`src/rtl/sel_pkg.sv`:
```
// Shared encodings for the keypad selection path: FSM states, code width,
// digit-key count and the digit priority helper.
package sel_pkg;

  localparam int CODE_W     = 2;
  localparam int NUM_DIGITS = 4;

  typedef enum logic [1:0] {
    S_LINHA    = 2'b00,
    S_COLUNA   = 2'b01,
    S_CONFIRMA = 2'b10,
    S_FIM      = 2'b11
  } state_t;

  // Lowest-index digit wins when several keys fire together.
  function automatic logic [CODE_W-1:0] first_digit(input logic [NUM_DIGITS-1:0] ev);
    logic [CODE_W-1:0] idx;
    idx = '0;
    for (int i = NUM_DIGITS - 1; i >= 0; i--)
      if (ev[i]) idx = CODE_W'(i);
    return idx;
  endfunction

endpackage

```
`src/rtl/seletor_codigo_debouncer.sv`:
```
// One key: 2-FF synchronizer, consecutive-cycle debouncer and a one-cycle
// pulse on each debounced press.
module debouncer #(
  parameter int DEBOUNCE_CYCLES = 16
) (
  input  logic clk,
  input  logic clr_n,
  input  logic raw,
  output logic rise
);

  localparam int CW = (DEBOUNCE_CYCLES > 1) ? $clog2(DEBOUNCE_CYCLES) : 1;

  logic          s1, s2, level, armed, flip;
  logic [CW-1:0] cnt;

  assign flip = (s2 != level) && (cnt == CW'(DEBOUNCE_CYCLES - 1));

  // Sync stages come out of reset high so a key held through reset is never
  // armed; it must be seen released before its next press counts.
  always_ff @(posedge clk or negedge clr_n) begin
    if (!clr_n) begin
      s1    <= 1'b1;
      s2    <= 1'b1;
      level <= 1'b0;
      cnt   <= '0;
      armed <= 1'b0;
      rise  <= 1'b0;
    end else begin
      s1   <= raw;
      s2   <= s1;
      rise <= flip && !level && armed;
      if (!level && !s2) armed <= 1'b1;
      if (s2 == level) begin
        cnt <= '0;
      end else if (flip) begin
        level <= ~level;
        cnt   <= '0;
      end else begin
        cnt <= cnt + 1'b1;
      end
    end
  end

endmodule

```
`src/rtl/seletor_codigo.sv`:
```
// Keypad front-end: debounces digit/OK/CANCEL keys and sequences row, column
// and confirm strobes towards the code registers and dispense logic.
module seletor_codigo
  import sel_pkg::*;
#(
  parameter int DEBOUNCE_CYCLES = 16,
  parameter int TIMEOUT_CYCLES  = 1000
) (
  input  logic                  clk,
  input  logic                  clr_n,
  input  logic [NUM_DIGITS-1:0] btn,
  input  logic                  btn_ok,
  input  logic                  btn_cancel,
  output logic [CODE_W-1:0]     code,
  output logic                  enL,
  output logic                  enC,
  output logic                  clr_sel,
  output logic                  sel_valid,
  output logic                  busy,
  output logic [1:0]            state_dbg
);

  localparam int NUM_KEYS = NUM_DIGITS + 2;
  localparam int TW       = (TIMEOUT_CYCLES > 1) ? $clog2(TIMEOUT_CYCLES) : 1;

  logic [NUM_KEYS-1:0] keys, ev;
  logic                ev_ok, ev_cancel, dig_any, timeout;
  logic [CODE_W-1:0]   dig_code, code_nx;
  logic                load_row, load_col, clear_nx, valid_nx;
  logic [TW-1:0]       timer;
  state_t              state, state_nx;

  assign keys = {btn_cancel, btn_ok, btn};

  debouncer #(.DEBOUNCE_CYCLES(DEBOUNCE_CYCLES)) u_db [NUM_KEYS-1:0] (
    .clk  (clk),
    .clr_n(clr_n),
    .raw  (keys),
    .rise (ev)
  );

  assign ev_ok     = ev[NUM_DIGITS];
  assign ev_cancel = ev[NUM_DIGITS+1];
  assign dig_any   = |ev[NUM_DIGITS-1:0];
  assign dig_code  = first_digit(ev[NUM_DIGITS-1:0]);
  assign timeout   = (state == S_COLUNA || state == S_CONFIRMA) &&
                     (timer == TW'(TIMEOUT_CYCLES - 1));

  always_comb begin
    state_nx = state;
    code_nx  = code;
    load_row = 1'b0;
    load_col = 1'b0;
    clear_nx = 1'b0;
    valid_nx = 1'b0;
    unique case (state)
      S_LINHA: begin
        if (ev_cancel) begin
          clear_nx = 1'b1;
        end else if (dig_any) begin
          code_nx  = dig_code;
          load_row = 1'b1;
          state_nx = S_COLUNA;
        end
      end
      S_COLUNA: begin
        if (ev_cancel || timeout) begin
          clear_nx = 1'b1;
          state_nx = S_LINHA;
        end else if (dig_any) begin
          code_nx  = dig_code;
          load_col = 1'b1;
          state_nx = S_CONFIRMA;
        end
      end
      S_CONFIRMA: begin
        if (ev_cancel || timeout) begin
          clear_nx = 1'b1;
          state_nx = S_LINHA;
        end else if (ev_ok) begin
          valid_nx = 1'b1;
          state_nx = S_FIM;
        end else if (dig_any) begin
          code_nx  = dig_code;
          load_col = 1'b1;
        end
      end
      S_FIM: state_nx = S_LINHA;
      default: state_nx = S_LINHA;
    endcase
  end

  always_ff @(posedge clk or negedge clr_n) begin
    if (!clr_n) state <= S_LINHA;
    else        state <= state_nx;
  end

  always_ff @(posedge clk or negedge clr_n) begin
    if (!clr_n) begin
      code      <= '0;
      enL       <= 1'b0;
      enC       <= 1'b0;
      clr_sel   <= 1'b0;
      sel_valid <= 1'b0;
    end else begin
      code      <= code_nx;
      enL       <= load_row;
      enC       <= load_col;
      clr_sel   <= clear_nx;
      sel_valid <= valid_nx;
    end
  end

  // Every accepted event (which always yields a strobe) restarts the idle timer.
  always_ff @(posedge clk or negedge clr_n) begin
    if (!clr_n)
      timer <= '0;
    else if (load_row || load_col || clear_nx || valid_nx)
      timer <= '0;
    else if (timer != TW'(TIMEOUT_CYCLES - 1))
      timer <= timer + 1'b1;
  end

  assign busy      = (state != S_LINHA);
  assign state_dbg = state;

endmodule

```
`config.mk`:
```
export PLATFORM = sky130hd
export DESIGN_NAME = seletor_codigo
export DESIGN_NICKNAME = d
export VERILOG_FILES = /design/src/rtl/sel_pkg.sv /design/src/rtl/seletor_codigo_debouncer.sv /design/src/rtl/seletor_codigo.sv
export SDC_FILE = /design/constraint.sdc
export NUM_CORES = 1
export LEC_CHECK = 0
export CORE_MARGIN = 1
export CORE_UTILIZATION = 51
export CTS_BUF_LIST = sky130_fd_sc_hd__clkbuf_8 sky130_fd_sc_hd__clkbuf_16
export DETAILED_ROUTE_END_ITERATION = 10
export PLACE_DENSITY = 0.74
export SYNTH_ARGS = -nofsm -noshare
export SYNTH_HDL_FRONTEND = slang
export SYNTH_HIERARCHICAL = 1
export SYNTH_SLANG_ARGS = --single-unit
```
`constraint.sdc`:
```
create_clock -name clk -period 1.7 [get_ports clk]
set_input_delay 0.255 -clock clk [delete_from_list [all_inputs] [get_ports clk]]
set_output_delay 0.255 -clock clk [all_outputs]
set_load 0.005 [all_outputs]
```
==> impl_metrics.yaml <==
pwr:
  ir_drop_worst_vdd_mv: 0.6779
  power_leakage_nw: 1.829
  power.density_nw_per_um2: 1182
  design_power_total_mw: 4.836
die:
  row_count: 28
  fp.coreArea_um2: 5956
  die-area_um2: 6508
  boundaryPins: 17
  die-height_um: 80.68
  start_util_pct: 53.00
  die_w_um: 80.68
drt:
  wirelength_um: 5739
  routed_wire_length_per_instance_um: 14.75
  drt_first_pass_iters: 4
  routed-via-count: 2113
  detail_route.iter0.violations: 104
  antenna_left: 0
  vias_per_cell: 5.432
  drc: 0
sta:
  timing.setup.tns_ns: -0.002393
  final.min_clock_period_ns: 1.702
  postLayoutSetupSlackWorst_ns: -0.002393
  timing.max_slew.rel_slack_pct: 69.47
  grt_setup_unrepaired: "true"
  fin_crit_sh_pct: 100.1
  finalHoldWorstSlack_ns: 0.3076
  fmax_ghz: 0.5874
  timing.final.setup_violations: 1
  timing.final.max_slew_violations: 0
  worst_clock_skew_ns: 0.009809
  hold_violations: 0
  worst_slew_pin_slew_ns: 0.4545
grt:
  antenna_violations_before_repair: 0
  global_route.usage.total_pct: 18.82
  grt_start_max_net_pins: 73
  grt_pass1_wl_um: 9045
  global_route.overflow_total: 0
  first_global_vias: 2059
synthesis:
  syn_avg_cell_area_um2: 12.43
  synth_seq_cells: 72
  synthesis.area_um2: 3157
  synth.net_count: 280
  postSynthCellCount: 254
  ys_seq_area_share_pct: 57.55
  ys_types: 36
  yosysWarnings: 6
critical_path:
  worst-setup-path-type: "reg2reg"
  timing.critical_path.arrival_ns: 1.92
  worst_setup_path_start_kind: "register"
  path_max_fanout: 5
  required_ns: 1.92
  timing.critical_path.to_type: "register"
  r2r_cells: 8
placed_design:
  detailed_place_hpwl_um: 3422
  placement.io_buffers: 16
  post-place-cells: 365
  place_congestion: 0.8137
cells_and_area:
  layout.nets: 335
  finalNonFillerCells: 389
  final_common_cell: "sky130_fd_sc_hd__dfrtp_1"
  areaGrowthSynthToFinish_pct: 29.65
  layout_common_cells: "60 x sky130_fd_sc_hd__dfrtp_1, 25 x sky130_fd_sc_hd__inv_1, 22 x sky130_fd_sc_hd__buf_4"
  insertedDiodeCount: 0
  post_route_cells_drive_above_1_share_pct: 31.85
cts:
  worst_skew_pair_latency_ns: 0.35
  path_clk_slew_ns: 0.08
  tritoncts_num_sinks: 72
  clock_tree_from_tritoncts: "done"
  cts_root_buf: "sky130_fd_sc_hd__clkbuf_8"
  cts_buffers: 9
  cts_max_level: 3
  cts.path.max_buffers: 2
outcome:
  status: "complete, but fails checks"
  failing_checks: "setup timing"
hold_path:
  hold-path-cell-count: 1
  hold_crit_class: "in2reg"
flow_run:
  cap_viol_max_count: 0
==> routing by layer <==
metal | part of all wire, % | routed length [um] | track usage (%)
met2 | 49 | 2839 | 30.25
met1 | 45 | 2578 | 23.70
met5 | 0 | 0 | 0
met3 | 3.7 | 211 | 5.114
met4 | 1.9 | 110 | 8.214
==> power by group <==
part / internal [mW] / switching (mW)
Sequential: 1.84 / 0.108
Combinational: 0.641 / 0.573
Clock: 1.05 / 0.620
==> layout make-up <==
cell class	count	area (um2)
Fill cell	410	1863
Sequential cell	72	1817
Multi-Input combinational cell	156	1414
Timing Repair Buffer	44	416.7
Clock buffer	11	151.4
Clock inverter	5	102.6
Inverter	26	97.59
Tap cell	75	93.84
==> path summary, 6_finish.rpt <==
path	startpoint	end	slack [ns]
min in group asynchronous	clr_n	u_db[3]/cnt[0]	0.45
max in group asynchronous	clr_n	u_db[3]/s2	0.89
worst max-delay path	state_dbg[0]	timer[5]	-0.002
worst min-delay path	btn[0]	u_db[0]/s1	0.31
worst max register to register	state_dbg[0]	timer[5]	-0.002
worst min register to register	u_db[0]/s1	u_db[0]/s2	0.36
==> state kept, by name, indices dropped and copies added, names as in the netlist, 2 cells and up <==
name / cells
code: 2
u_db/s2: 6
u_db/cnt: 24
timer: 10
state_dbg: 2
u_db/s1: 6
u_db/armed: 6
u_db/rise: 6
u_db/level: 6
==> repair_timing <==
action / in CTS / in global routing
setup buffers: 3 / 4
hold buffers: 1 / 0
cloned: 0 / 2
pin swaps: 6 / 18
endpoints found under the setup margin: 14 / 13
gates resized for setup: 6 / 30
endpoints found under the hold margin: 60 / 0
==> through the flow <==
step	cell area (um2)	worst slack (ns)	util, %
floorplan	3169	-0.1014	-
global placement	3590	-0.03886	60.27
detailed placement	3590	-0.09270	60.27
CTS	3884	-0.001184	65.21
global route	4093	-0.09474	68.72
finish	4093	-0.002393	68.72
==> worst max-delay path, stage by stage (launching register included) <==
cell and delay, ns:
sky130_fd_sc_hd__dfrtp_1 0.39, sky130_fd_sc_hd__inv_2 0.09, sky130_fd_sc_hd__ha_4 0.21, sky130_fd_sc_hd__nand2b_4 0.08, sky130_fd_sc_hd__o31ai_4 0.09, sky130_fd_sc_hd__buf_6 0.13
sky130_fd_sc_hd__a211oi_4 0.30, sky130_fd_sc_hd__clkbuf_16 0.24, sky130_fd_sc_hd__nor3_4 0.04
==> cell families after synthesis <==
group	after synthesis	synth area share (%)
compound gates	41	10.23
buf+inv	27	3.448
fa+ha+maj	18	7.134
mux	4	1.744
flops	72	57.55
simple gates	73	14.63
xor+xnor	19	5.272
==> cell usage after synthesis <==
| cell | number | area (um2) |
|---|---|---|
| sky130_fd_sc_hd__o31ai_4 | 1 | 21.27 |
| sky130_fd_sc_hd__nand2b_4 | 1 | 13.76 |
| sky130_fd_sc_hd__nand4b_1 | 1 | 8.760 |
| sky130_fd_sc_hd__a31oi_1 | 6 | 37.54 |
| sky130_fd_sc_hd__buf_6 | 1 | 11.26 |
| sky130_fd_sc_hd__a211oi_4 | 1 | 20.02 |
| sky130_fd_sc_hd__o21a_1 | 1 | 7.510 |
| sky130_fd_sc_hd__mux2i_1 | 1 | 10.01 |
| sky130_fd_sc_hd__nand2_1 | 5 | 18.77 |
| sky130_fd_sc_hd__a21oi_1 | 5 | 25.02 |
| sky130_fd_sc_hd__ha_1 | 18 | 225.2 |
| sky130_fd_sc_hd__nor4_4 | 1 | 21.27 |
| sky130_fd_sc_hd__nor2_1 | 17 | 63.81 |
| sky130_fd_sc_hd__and2_1 | 7 | 43.79 |
| sky130_fd_sc_hd__inv_1 | 26 | 97.59 |
| sky130_fd_sc_hd__xnor2_1 | 17 | 148.9 |
| sky130_fd_sc_hd__xor2_1 | 2 | 17.52 |
| sky130_fd_sc_hd__nor2b_1 | 1 | 6.260 |
| sky130_fd_sc_hd__o21ai_0 | 4 | 20.02 |
| sky130_fd_sc_hd__nor4_2 | 1 | 12.51 |
| sky130_fd_sc_hd__a311oi_1 | 12 | 105.1 |
| sky130_fd_sc_hd__nand4_4 | 1 | 21.27 |
| sky130_fd_sc_hd__a211o_2 | 1 | 10.01 |
| sky130_fd_sc_hd__o211ai_1 | 1 | 7.510 |
| sky130_fd_sc_hd__nor3_1 | 15 | 75.07 |
| sky130_fd_sc_hd__or2_2 | 6 | 37.54 |
| sky130_fd_sc_hd__nand2b_1 | 1 | 6.260 |
| sky130_fd_sc_hd__nor3b_2 | 6 | 75.07 |
| sky130_fd_sc_hd__mux2_4 | 3 | 45.04 |
| sky130_fd_sc_hd__nand4_1 | 6 | 37.54 |
| sky130_fd_sc_hd__nand3_1 | 4 | 20.02 |
| sky130_fd_sc_hd__dfstp_2 | 12 | 315.3 |
| sky130_fd_sc_hd__dfrtp_1 | 60 | 1501 |
| sky130_fd_sc_hd__a21o_1 | 7 | 52.55 |
| sky130_fd_sc_hd__a211oi_1 | 1 | 7.510 |
| sky130_fd_sc_hd__o21a_2 | 1 | 8.760 |
(Power assumes the default switching activity.)
